`src/rtl/uart_pkg.sv`:
```
// Shared UART definitions: receive FSM states, frame mode encoding and the
// parity function used by both the receive checker and the transmit generator.
package uart_pkg;

    typedef enum logic [1:0] {
        ST_IDLE  = 2'd0,
        ST_START = 2'd1,
        ST_DATA  = 2'd2,
        ST_STOP  = 2'd3
    } rx_state_t;

    // Frame mode, packed as {eight, p_en, ohel}
    typedef struct packed {
        logic eight;
        logic p_en;
        logic ohel;
    } uart_mode_t;

    // Parity over 7 or 8 data bits; odd=1 inverts the even parity
    function automatic logic calc_parity(input logic [7:0] data,
                                         input logic       eight,
                                         input logic       odd);
        logic [7:0] masked;
        masked = data & {eight, 7'h7f};
        return (^masked) ^ odd;
    endfunction

endpackage

```
`src/rtl/rx_bit_timer.sv`:
```
// Loadable bit-period down-counter. Loads k or k>>1 and raises done for one
// cycle when the count is about to expire, so an action taken on done lands
// exactly 'load value' cycles after the load.
module rx_bit_timer #(
    parameter int BAUD_W = 19
) (
    input  logic              clk,
    input  logic              reset,
    input  logic              load,
    input  logic              half,
    input  logic [BAUD_W-1:0] k,
    output logic              done
);

    logic [BAUD_W-1:0] cnt;

    // Count down to zero and stop; a load always wins
    always_ff @(posedge clk or posedge reset) begin
        if (reset) begin
            cnt <= '0;
        end else if (load) begin
            cnt <= half ? (k >> 1) : k;
        end else if (cnt != '0) begin
            cnt <= cnt - BAUD_W'(1);
        end
    end

    assign done = (cnt == BAUD_W'(1));

endmodule

```
`src/rtl/rx_engine.sv`:
```
// UART receive engine: start detect with mid-bit resample, 7/8 data bits,
// optional odd/even parity, one stop bit, with ready/parity/framing/overflow
// flags. Define RX_ENGINE_SYNC_EN to add a two-flop synchronizer on rx.
module rx_engine
    import uart_pkg::*;
#(
    parameter int BAUD_W = 19
) (
    input  logic              clk,
    input  logic              reset,
    input  logic              rx,
    input  logic [BAUD_W-1:0] k,
    input  logic              eight,
    input  logic              p_en,
    input  logic              ohel,
    input  logic              read,
    output logic [7:0]        rx_data,
    output logic              rxrdy,
    output logic              perr,
    output logic              ferr,
    output logic              ovf
);

    logic       rx_s;
    rx_state_t  state;
    uart_mode_t mode;
    logic [8:0] bits;
    logic [3:0] bit_idx;
    logic [3:0] last_idx;
    logic       t_load;
    logic       t_half;
    logic       t_done;
    logic       complete;
    logic [7:0] rx_byte;
    logic       par_rx;
    logic       par_bad;

`ifdef RX_ENGINE_SYNC_EN
    logic sync1;
    logic sync2;

    // Two-flop synchronizer, idle-high out of reset
    always_ff @(posedge clk or posedge reset) begin
        if (reset) begin
            sync1 <= 1'b1;
            sync2 <= 1'b1;
        end else begin
            sync1 <= rx;
            sync2 <= sync1;
        end
    end

    assign rx_s = sync2;
`else
    assign rx_s = rx;
`endif

    rx_bit_timer #(.BAUD_W(BAUD_W)) u_timer (
        .clk   (clk),
        .reset (reset),
        .load  (t_load),
        .half  (t_half),
        .k     (k),
        .done  (t_done)
    );

    // Index of the final data/parity bit: 7 + eight + p_en bits in total
    assign last_idx = 4'd6 + {3'b000, mode.eight} + {3'b000, mode.p_en};

    // Timer reload points: half period on start detect, full period afterwards
    always_comb begin
        t_load = 1'b0;
        t_half = 1'b0;
        case (state)
            ST_IDLE: begin
                if (!rx_s) begin
                    t_load = 1'b1;
                    t_half = 1'b1;
                end
            end
            ST_START: begin
                if (t_done && !rx_s) t_load = 1'b1;
            end
            ST_DATA: begin
                if (t_done) t_load = 1'b1;
            end
            default: begin
                t_load = 1'b0;
            end
        endcase
    end

    // Frame sequencing and bit capture; mode is latched at start detect
    always_ff @(posedge clk or posedge reset) begin
        if (reset) begin
            state   <= ST_IDLE;
            bit_idx <= '0;
            bits    <= '0;
            mode    <= '0;
        end else begin
            case (state)
                ST_IDLE: begin
                    if (!rx_s) begin
                        state   <= ST_START;
                        mode    <= '{eight: eight, p_en: p_en, ohel: ohel};
                        bit_idx <= '0;
                    end
                end
                ST_START: begin
                    if (t_done) state <= rx_s ? ST_IDLE : ST_DATA;
                end
                ST_DATA: begin
                    if (t_done) begin
                        bits[bit_idx] <= rx_s;
                        if (bit_idx == last_idx) begin
                            state <= ST_STOP;
                        end else begin
                            bit_idx <= bit_idx + 4'd1;
                        end
                    end
                end
                default: begin
                    if (t_done) begin
                        state   <= ST_IDLE;
                        bit_idx <= '0;
                    end
                end
            endcase
        end
    end

    assign complete = (state == ST_STOP) && t_done;
    assign rx_byte  = mode.eight ? bits[7:0] : {1'b0, bits[6:0]};
    assign par_rx   = mode.eight ? bits[8] : bits[7];
    assign par_bad  = mode.p_en && (par_rx != calc_parity(rx_byte, mode.eight, mode.ohel));

    // Output register: completion overrides a simultaneous read
    always_ff @(posedge clk or posedge reset) begin
        if (reset) begin
            rx_data <= 8'h00;
            rxrdy   <= 1'b0;
            perr    <= 1'b0;
            ferr    <= 1'b0;
            ovf     <= 1'b0;
        end else if (complete) begin
            rx_data <= rx_byte;
            rxrdy   <= 1'b1;
            perr    <= par_bad;
            ferr    <= ~rx_s;
            ovf     <= rxrdy & ~read;
        end else if (read) begin
            rxrdy   <= 1'b0;
            perr    <= 1'b0;
            ferr    <= 1'b0;
            ovf     <= 1'b0;
        end
    end

endmodule

```
`config.mk`:
```
export PLATFORM = sky130hd
export DESIGN_NAME = rx_engine
export DESIGN_NICKNAME = d
export VERILOG_FILES = /design/src/rtl/uart_pkg.sv /design/src/rtl/rx_bit_timer.sv /design/src/rtl/rx_engine.sv
export SDC_FILE = /design/constraint.sdc
export NUM_CORES = 1
export LEC_CHECK = 0
export BUFFER_PORTS_ARGS = -buffer_cell sky130_fd_sc_hd__buf_2
export CAP_MARGIN = 10
export CORE_MARGIN = 4
export CORE_UTILIZATION = 37
export CTS_BUF_LIST = sky130_fd_sc_hd__clkbuf_4 sky130_fd_sc_hd__clkbuf_8
export DETAILED_ROUTE_END_ITERATION = 16
export RECOVER_POWER = 100
export SLEW_MARGIN = 10
export SYNTH_ARGS = -nofsm -noshare
export SYNTH_HDL_FRONTEND = slang
export SYNTH_SLANG_ARGS = --single-unit
```
`constraint.sdc`:
```
create_clock -name clk -period 1.9 [get_ports clk]
set_input_delay 0.19 -clock clk [delete_from_list [all_inputs] [get_ports clk]]
set_output_delay 0.19 -clock clk [all_outputs]
set_load 0.01 [all_outputs]
```
# Yosys cells after proc, flatten, opt, wreduce, memory -nomap -nowiden
# Index checks and enable logic that the tools add are counted.
[classes]
n_eq_ne = 11
n_reduce_logical = 15
bitwise = 6
addsub = 4
muxes = 30
n_lt_le_gt_ge = 2
[ops]
columns = ["operator", "count"]
rows = [
  ["two-way mux 19 bit", 3],
  ["equality test 19 x 1 -> 1 bit, second input constant", 1],
  ["nonzero test 19 bit", 1],
  ["subtractor 19 x 1 -> 19 bit, second input constant", 1],
  ["two-way mux 4 bit", 4],
  ["two-way mux 2 bit", 6],
  ["one-hot mux 4 bit (3 select lines)", 1],
  ["two-way mux 1 bit", 11],
  ["inequality test 2 bit, second input constant", 5],
  ["AND reduction 5 bit", 2],
  ["bitwise mux 9 bit", 1],
  ["bitwise AND 8 bit", 1],
  ["two-way mux 8 bit", 1],
  ["XOR reduction 8 bit", 1],
  ["one-hot mux 2 bit (3 select lines)", 1],
  ["nonzero test 2 bit", 3],
  ["less-than comparator 4 x 5 -> 1 bit, second input constant", 1],
  ["adder 3 x 1 -> 4 bit, first input constant", 1],
  ["adder 4 x 1 -> 4 bit", 1],
  ["adder 4 x 1 -> 4 bit, second input constant", 1],
  ["demux 1 bit (select 4 bit)", 1],
  ["equality test 2 bit, second input constant", 2],
  ["equality test 4 bit", 1],
  ["greater-or-equal comparator 4 x 1 -> 1 bit, second input constant", 1],
  ["10 further kinds", 16],
]
[totals]
in_bits = 26
out_inout_bits = 12
register_bits = 49

# Longest topological paths before layout
[depth]
depth_word = 7
depth_mapped = 8
depth_no_buf = 7

# Cells and area by module
# From an unflattened synthesis, not the netlist that was laid out.
[unflattened]
hier_cells = 290
hier_area_um2 = 2954.1
[modules_own_cells]
columns = ["module", "cells_each", "area_each_um2", "seq_area_each_um2", "instances"]
rows = [
  ["rx_engine", 130, 1507.7, 750.7, 1],
  ["rx_bit_timer", 160, 1446.4, 475.5, 1],
]

# Worst setup path after synthesis
# OpenSTA, ideal clock, no wires.
[synth_timing]
path_kind = "register to register"
from = "register u_timer.cnt[10]"
to = "register rx_data[0]"
path_stages_with_launch = 7
t_arrival_ps = 1965
synth_period_minus_slack_ps = 2090
setup_slack_ps = -190
required_ps = 1775
cell_sequence = "dfrtp_1 nor4_4 nand4_1 or4_1 buf_2 buf_6 mux2_4"
[synth_between]
elab_chain_cells = 2
[synth_lines]
columns = ["element", "line", "rtl"]
rows = [
  ["start: declaration", "rx_bit_timer.sv:15", "logic [BAUD_W-1:0] cnt;"],
  ["start signal: assignment", "rx_bit_timer.sv:22", "cnt <= half ? (k >> 1) : k;"],
  ["start signal: assignment", "rx_bit_timer.sv:24", "cnt <= cnt - BAUD_W'(1);"],
  ["equality test 19 x 1 -> 1 bit", "rx_bit_timer.sv:28", "assign done = (cnt == BAUD_W'(1));"],
  ["logical AND 1 bit", "rx_engine.sv:132", "assign complete = (state == ST_STOP) && t_done;"],
  ["end signal: assignment", "rx_engine.sv:146", "rx_data <= rx_byte;"],
  ["end: declaration", "rx_engine.sv:17", "output logic [7:0] rx_data,"],
]
# No other way between the ends.
# A chain may end at the register's enable or synchronous reset.

# Worst setup path after layout
[layout_timing]
from = "register u_timer.cnt[4]"
to = "register u_timer.cnt[17]"
[layout_between]
elab_chain_cells = 5
[layout_lines]
columns = ["element"]
rows = [
  ["branches (longest 5 deep; another with subtractor 19 x 1 -> 19 bit)"],
]
# Parallel ways; which one is timed is not known. The select of a mux whose other input is x is not followed.

==> impl_metrics.tcl <==
set metrics [dict create \
    outcome "finished with violations" \
    violations "negative setup slack" \
    syn_area_per_cell_um2 10.64 \
    worstSkewPairLatency_ns 0.31 \
    fp.dieH_um 96.92 \
    grt_pass1_vias 2480 \
    yosysWarnings 0 \
    design_area_um2 3877 \
    row_count 32 \
    clockBufferDepth 2 \
    place_congestion 0.8983 \
    synth_area_leaders "dfrtp_1 42%, mux2i_1 9.2%, mux2_2 6.9%" \
    ir_drop_v 0.0004010 \
    htreeDepth 2 \
    ioPinCount 38 \
    ys_seq_area_share_pct 41.92 \
    multi_input_area_um2 1703 \
    portBuffers 37 \
    required_ns 2.09 \
    cts.reportedPaths.clkPinSlew_ns 0.09 \
    crit_type "flip-flop to flip-flop" \
    die_w_um 96.92 \
    synth_fa_ha_area_share_pct 3.422 \
    pre_cts_ws_ns -0.2515 \
    rsz0062_at_grt "true" \
    area_delta_synth_final_pct 32.55 \
    num_vias 2407 \
    finalHoldViolations 0 \
    p_per_area_nw_per_um2 831.5 \
    syn-cell-area_um2 2925 \
    place_area_um2 3561 \
    synth_top_family_by_area "simple AND/OR/NAND/NOR gates" \
    register_area_um2 1229 \
    finClkSkew_ns 0.002731 \
    cts_buffers 5 \
    cts.sinks 49 \
    clock.fmax_mhz 472.2 \
    yosys.area_share.simple_pct 17.71 \
    synth_edf_count 0 \
    arrival_ns 2.31 \
    setup_ws_ns -0.2179 \
    tns_ns -4.746 \
    fin_nets 399 \
    synth_top_cell_by_area "dfrtp_1" \
    total_leakage_power_nw 1.900 \
    cp-start-kind "flip-flop" \
    grtUsageTotal_pct 16.10 \
    grt_start_max_net_pins 29 \
    crit_path_max_fanout 3 \
    gr-total-overflow 0 \
    whs_ns 0.06296 \
    synth-xor-area-share_pct 7.057 \
    worstMarginPinSlew_ns 0.8853 \
    syn_inst 275 \
    drv_slew 0 \
    hp-class "input pin to flip-flop" \
    dr.pass1.iters 4 \
    total_power_w 0.003224 \
    final_antenna_net_count 0 \
    setup_viol 42 \
    dpl.hpwl_um 5270 \
    syn_nets 309 \
    slew_headroom_pct 40.91 \
    drc 0 \
    antenna_found_initial 0 \
    diodes 0 \
    drt-initial-drc-count 132 \
    viasPerCell 5.143 \
    die_area_um2 9393 \
    min_period_ns 2.118 \
    netlist-cell-type-count 48 \
    synthMuxAreaShare_pct 16.68 \
    synth_ff_type "dfrtp_1" \
    core_area_um2 7687 \
    ys_seq_elements 49 \
    post_drt_wl_per_cell_um 15.71 \
    maxCapViolations 0 \
    yosysTopAreaCellShare_pct 41.92 \
    synth-compound-area-share_pct 9.880 \
    routed_wl_um 7352 \
    cp-end-kind "flip-flop" \
    start_util_pct 38.05 \
    grt_pass1_wl_um 12320 \
    fin_crit_sh_pct 111.5 \
    nFillCells 727 \
    cts-root-buf "clkbuf_8" \
    cts_tree "yes" \
    async_flop_share_pct 100.0 \
    drive_above_1_share_pct 38.80 \
]
cells in the mapped netlist, drive strengths merged (2+ instances only):
library cell  count
or4               5
mux2             19
clkbuf            6
mux2i            27
a41oi             2
o31a              2
nor4              5
a21oi             3
a221o             4
or4bb             2
nor3              5
xor2             10
dfrtp            49
nand4             2
o31ai             4
and3              7
o211ai            4
buf               8
or2               2
inv               8
nand3b            2
nor2b             2
ha                8
nand4b            3
nand2            21
nor2             16
nand3            12
xnor2            11
o21ai            14
area by class of cell:
| class | count | share of cell area (%) |
|---|---|---|
| multi-input combinational | 204 | 43.92 |
| sequential | 49 | 31.69 |
| timing repair buffer | 97 | 17.75 |
| tap | 102 | 3.291 |
| clock buffer | 6 | 2.130 |
| inverter | 8 | 0.7744 |
| clock inverter | 2 | 0.4518 |
cells in the final DEF (no fill, tap or decap), types with 4 or more instances in the layout:
cell type  instances
and3_1             7
clkbuf_1          12
buf_2             26
mux2_2            17
nand3_1           11
nor2_1            13
a221o_1            4
inv_1              8
ha_1               8
clkbuf_8           6
o21ai_2            5
dfrtp_1           47
buf_4             43
o21ai_1            6
xnor2_1           11
o211ai_1           4
mux2i_1           27
buf_6             10
xor2_1            10
nand2_1           18
through the flow:
step | std cells | util [%]
after floorplan | 275 | -
after global placement | 446 | 46.32
after detailed placement | 446 | 46.32
after CTS | 465 | 50.00
after global routing | 468 | 50.44
final | 468 | 50.44
worst paths after layout:
kind	from	to	slack (ns)	cells past startpoint
setup / recovery	u_timer.cnt[4]$_DFFE_PP0P_	u_timer.cnt[17]$_DFFE_PP0P_	-0.22	6
hold / removal	read	ovf$_DFFE_PP0P_	0.06	2
max in group asynchronous	reset	bits[5]$_DFFE_PP0P_	0.32	4
setup reg to reg	u_timer.cnt[4]$_DFFE_PP0P_	u_timer.cnt[17]$_DFFE_PP0P_	-0.22	6
hold reg to reg	rx_data[7]$_DFFE_PP0P_	rx_data[7]$_DFFE_PP0P_	0.49	2
min in group asynchronous	reset	u_timer.cnt[11]$_DFFE_PP0P_	0.61	3
routing by layer:
metal	up-vias	track usage, %	wire [um]
met3	6	2.740	292
met4	0	4.644	77
li1	1187	-	-
met1	1171	22.95	3725
met5	-	0	0
met2	43	25.11	3257
registers in the layout, indices dropped and copies added, names as in the netlist:
name	count
ferr	1
state	2
mode	3
perr	1
ovf	1
rx_data	8
rxrdy	1
u_timer.cnt	19
bits	9
bit_idx	4
critical path, stage by stage, from the launching register on:
cell,delay [ns]
dfrtp_2,0.44
buf_6,0.12
or4_4,0.50
nor4_4,0.32
nand3_1,0.14
xnor2_1,0.16
a221o_1,0.32
cell families (layout without fill, tap and decap cells):
group / after synthesis / after routing
and+or+nand+nor: 88 / 88
DFF: 49 / 49
muxes: 46 / 46
AOI/OAI and AO/OA: 40 / 40
xor gates and xnor gates: 22 / 22
buffers and inverters: 22 / 113
adders and majority gates: 8 / 8
what timing repair did:
action	in CTS	in global routing
setup endpoints to repair	43	45
cloned	2	1
resized for setup	28	19
hold buffers	1	0
hold endpoints to repair	21	0
pin swaps	17	9
buffers inserted	8	2
power by group:
part           switching (W)  internal, W
logic               0.000529     0.000618
registers           0.000176      0.00122
clock network       0.000378     0.000303
total                0.00108      0.00214
Power figures use the tool's default switching activity.
